--- src/rtl/fetch_stage.sv ---
// Instruction fetch stage plus the fetch/execute pipeline register.
// One memory request outstanding at a time; jal redirects come back from the control unit.
module fetch_stage #(
  parameter int                ADDR_W   = 12,
  parameter logic [ADDR_W-1:0] RESET_PC = '0
) (
  input  logic              clk,
  input  logic              rst,
  output logic              imem_req,
  output logic [ADDR_W-1:0] imem_addr,
  input  logic              imem_rvalid,
  input  logic [31:0]       imem_rdata,
  input  logic              stall_FETCH,
  input  logic [1:0]        pcsrc,
  input  logic [ADDR_W-1:0] jal_target,
  output logic [31:0]       instruction_EX,
  output logic [ADDR_W-1:0] pc_EX,
  output logic              valid_EX,
  output logic              stall_EX
);

  localparam logic [31:0] NOP = 32'h0000_0013;

  typedef enum logic [1:0] {
    S_IDLE,
    S_WAIT,
    S_DRAIN
  } state_e;

  state_e            state_q;
  logic [ADDR_W-1:0] pc_f_q;
  logic [31:0]       instr_q;
  logic [ADDR_W-1:0] pc_ex_q;
  logic              valid_q;
  logic              stall_q;

  logic [ADDR_W-1:0] pc_inc;
  logic              redirect;

  assign pc_inc   = pc_f_q + ADDR_W'(1);
  assign redirect = valid_q & stall_FETCH & (pcsrc == 2'd1);

  // NOTE: every output of a combinational block gets a default first, so no path leaves it unassigned and no latch is inferred.
  always_comb begin
    imem_req  = 1'b0;
    imem_addr = pc_f_q;
    case (state_q)
      S_IDLE:  imem_req = 1'b1;
      S_WAIT: begin
        if (imem_rvalid) begin
          imem_req  = 1'b1;
          imem_addr = redirect ? jal_target : pc_inc;
        end
      end
      S_DRAIN: imem_req = imem_rvalid;
      default: imem_req = 1'b0;
    endcase
  end

  // NOTE: sequential state uses non-blocking assignments so every register samples pre-edge values.
  always_ff @(posedge clk or posedge rst) begin
    if (rst) begin
      state_q <= S_IDLE;
      pc_f_q  <= RESET_PC;
      instr_q <= NOP;
      pc_ex_q <= '0;
      valid_q <= 1'b0;
      stall_q <= 1'b1;
    end else begin
      // A bubble is the default; only an accepted instruction overrides it.
      instr_q <= NOP;
      valid_q <= 1'b0;
      stall_q <= 1'b1;
      case (state_q)
        S_IDLE: state_q <= S_WAIT;
        S_WAIT: begin
          if (imem_rvalid && !redirect) begin
            instr_q <= imem_rdata;
            pc_ex_q <= pc_f_q;
            valid_q <= 1'b1;
            stall_q <= 1'b0;
            pc_f_q  <= pc_inc;
          end else if (redirect) begin
            pc_f_q <= jal_target;
            // The wrong-path request is still in flight; wait for it before reissuing.
            if (!imem_rvalid) state_q <= S_DRAIN;
          end
        end
        S_DRAIN: begin
          if (imem_rvalid) state_q <= S_WAIT;
        end
        default: state_q <= S_IDLE;
      endcase
    end
  end

  assign instruction_EX = instr_q;
  assign pc_EX          = pc_ex_q;
  assign valid_EX       = valid_q;
  assign stall_EX       = stall_q;

endmodule

--- config.mk ---
export PLATFORM = sky130hd
export DESIGN_NAME = fetch_stage
export DESIGN_NICKNAME = d
export VERILOG_FILES = /design/src/rtl/fetch_stage.sv
export SDC_FILE = /design/constraint.sdc
export NUM_CORES = 1
export LEC_CHECK = 0
export CORE_MARGIN = 2
export CORE_UTILIZATION = 49
export CTS_BUF_LIST = sky130_fd_sc_hd__clkbuf_8
export CTS_CLUSTER_DIAMETER = 40
export DETAILED_ROUTE_END_ITERATION = 10
export PLACE_DENSITY = 0.87
export SYNTH_ARGS = -nofsm -noshare
export SYNTH_HDL_FRONTEND = slang
export SYNTH_SLANG_ARGS = --single-unit
export TNS_END_PERCENT = 1
--- constraint.sdc ---
create_clock -name clk -period 5.93 [get_ports clk]
set_clock_uncertainty 0.15 [all_clocks]
set_input_delay 1.186 -clock clk [delete_from_list [all_inputs] [get_ports clk]]
set_output_delay 1.186 -clock clk [all_outputs]
set_load 0.01 [all_outputs]
==> impl_metrics.py <==
metrics = {
    "routing": {
        "wl_per_cell_um": 16.7,
        "via_per_inst": 5.80,
        "drtAntennaViolNets": 0,
        "num_vias": 2774,
        "drtIter0Drc": 197,
        "routed_wl_um": 7970,
        "route.detailed.drc": 0,
        "dr.pass1.iters": 5,
    },
    "power": {
        "p_switching_w": 0.000629,
        "internal_power_w": 0.00109,
        "ir_worst_vdd_uv": 292,
        "share_comb_of_total_power": 0.427,
        "clockPowerShare": 0.203,
        "p_sw_frac": 0.366,
        "p_leak_nw": 1.92,
        "p_seq_frac": 0.370,
        "p_per_area_nw_per_um2": 415,
        "finalPower_w": 0.00172,
    },
    "cts": {
        "htreeDepth": 3,
        "post_cts_resized": 0,
        "worst_skew_pair.late_latency_ns": 0.34,
        "cts_tree": "yes",
        "post-cts-setup-buffers": 0,
        "clock-root-buffer": "clkbuf_8",
        "cts_hold_buf": 0,
        "cts_buffers": 9,
        "clkSlewWorstSetupHoldPaths_ns": 0.07,
        "cts.sinks": 60,
        "clockBufferDepth": 2,
    },
    "setup_path": {
        "crit_type": "primary input to output port",
        "startpoint_type": "primary input",
        "required_ns": 4.59,
        "cp.arrival_ns": 3.63,
        "worst_setup_path_end_kind": "output port",
        "critPathMaxFanout": 22,
    },
    "min_path": {
        "hold_class": "flip-flop to flip-flop",
    },
    "yosys": {
        "ys_warn_count": 0,
        "ys_ff_latch": 60,
        "yosysUniqueCellTypes": 47,
        "synth_edf_count": 0,
        "syn_area_um2": 2890,
        "yosysSeqAreaShare": 0.522,
        "synth_cells": 304,
        "avgSynthCellArea_um2": 9.50,
        "syn_nets": 359,
        "async_reset_ff_frac": 1.00,
        "synthFlopType": "dfrtp_1",
    },
    "run_status": {
        "outcome": "complete, no violations",
    },
    "finish": {
        "final_nets": 456,
        "seq_area_um2": 1510,
        "areaGrowthSynthToFinish_pct": 43.6,
        "final_common_cell": "clkdlybuf4s50_1",
        "layout_common_cells": "108 x clkdlybuf4s50_1, 56 x dfrtp_1, 46 x nand2_1, 33 x and3_1, 22 x a21oi_1",
        "drive_gt1_frac": 0.0739,
        "stdcell_area_um2": 4150,
        "antennaDiodeCount": 0,
        "multi_input_area_um2": 1220,
        "num-fill-cells": 377,
    },
    "placement": {
        "io_buffers": 108,
        "dp_slack_ns": 0.999,
        "hpwl_um": 5440,
        "dpl_cell_area_um2": 3960,
        "place.gp.congestion": 0.806,
    },
    "floorplanning": {
        "die_x_um": 80.8,
        "die_area_um2": 6520,
        "initial_core_util": 0.515,
        "coreArea_um2": 5610,
        "num_io_pins": 109,
        "rows": 27,
        "fp.dieH_um": 80.8,
    },
    "timing": {
        "tns_ns": 0,
        "worst_slew_pin_slew_ns": 0.987,
        "slew_headroom": 0.342,
        "fin_crit_ns": 4.97,
        "setup_viol": 0,
        "finalMaxSlewViolations": 0,
        "finalCritPeriodShare": 0.838,
        "hold_violations": 0,
        "layout_setup_ws_ns": 0.962,
        "max_freq_ghz": 0.201,
        "fin_hold_ws_ns": 0.327,
        "rsz0062_at_grt": "no",
    },
    "global_routing": {
        "grt_max_degree": 69,
        "grt_pass1_wl_um": 12600,
        "grtUsageTotal": 0.256,
        "antenna_found_initial": 0,
        "grt_pass1_vias": 2527,
        "grt-ovfl-total": 0,
    },
    "flow_run": {
        "maxCapViolCount": 0,
    },
}
-- registers in the layout (all words and copies together), names as in the netlist --
register and cells:
instruction_EX 32, pc_EX 12, pc_f_q 12, stall_EX 1, state_q 2, valid_EX 1
-- synth_stat cells (2+ instances only) --
master    count  area [µm²]
dfrtp_1      56        1400
nand2_1      46         173
and3_1       33         206
a21oi_1      22         110
nor2_1       15        56.3
o21ai_0      15        75.1
clkbuf_1     12        45.0
nand3_1      12        60.1
buf_2        11        55.1
nor3_1        8        40.0
inv_1         7        26.3
o22ai_1       6        37.5
ha_1          5        62.6
a211oi_1      4        30.0
a31oi_1       4        25.0
dfstp_2       4         105
o22a_1        4        35.0
or3_1         4        25.0
a41o_1        3        30.0
a22o_1        2        17.5
a22oi_1       2        15.0
a41oi_1       2        17.5
buf_6         2        22.5
o31ai_1       2        15.0
-- critical path: stages --
cell	delay (ns)
clkdlybuf4s50_1	0.54
and4b_1	0.77
a211oi_1	0.10
nor4_1	0.42
clkdlybuf4s50_1	0.61
-- power groups by stage --
stage	logic, W	clock network, W	registers [W]
floorplan	0.000394	0	0.000636
global placement	0.000712	0	0.000635
detailed placement	0.000729	0	0.000642
CTS	0.000734	0.000354	0.000634
global route	0.000797	0.000375	0.000651
finish	0.000734	0.000349	0.000636
-- metrics by stage --
stage,instances,util
after CTS,478,0.739
after global routing,478,0.739
after floorplan,304,-
after global placement,462,0.706
final,478,0.739
after detailed placement,462,0.706
-- kinds of logic after synthesis --
kind of cell             after synthesis  share of synthesized area
buffers and inverters                 34                     0.0555
AND/OR/NAND/NOR                      131                      0.237
flip-flops                            60                      0.522
AO/OA/AOI/OAI                         74                      0.164
adder cells (fa/ha/maj)                5                     0.0217
-- routing by layer --
metal,part of all wire,GRT usage
met1,0.40,0.319
met2,0.48,0.421
met3,0.099,0.0678
met4,0.017,0.112
met5,0,0
-- cell type report --
class | instances | share of cell area
flip-flops and latches | 60 | 0.363
clock buffers | 9 | 0.0299
repair buffers | 113 | 0.270
well taps | 72 | 0.0217
inverters | 7 | 0.00634
clock inverters | 7 | 0.0145
multi-input cells | 210 | 0.294
-- path summary, 6_finish.rpt --
| path | startpoint | end | slack, ns | cells after the start |
|---|---|---|---|---|
| worst max-delay path | stall_FETCH | imem_addr[10] | 0.96 | 5 |
| worst min-delay path | pc_EX[0] | pc_EX[0] | 0.33 | 2 |
| worst max register to register | state_q[1] | pc_f_q[8] | 3.03 | 5 |
| worst min register to register | pc_EX[0] | pc_EX[0] | 0.33 | 2 |
| max in group asynchronous | rst | pc_EX[2] | 3.92 | 3 |
| min in group asynchronous | rst | instruction_EX[27] | 1.24 | 3 |
Power figures use the tool's default switching activity.
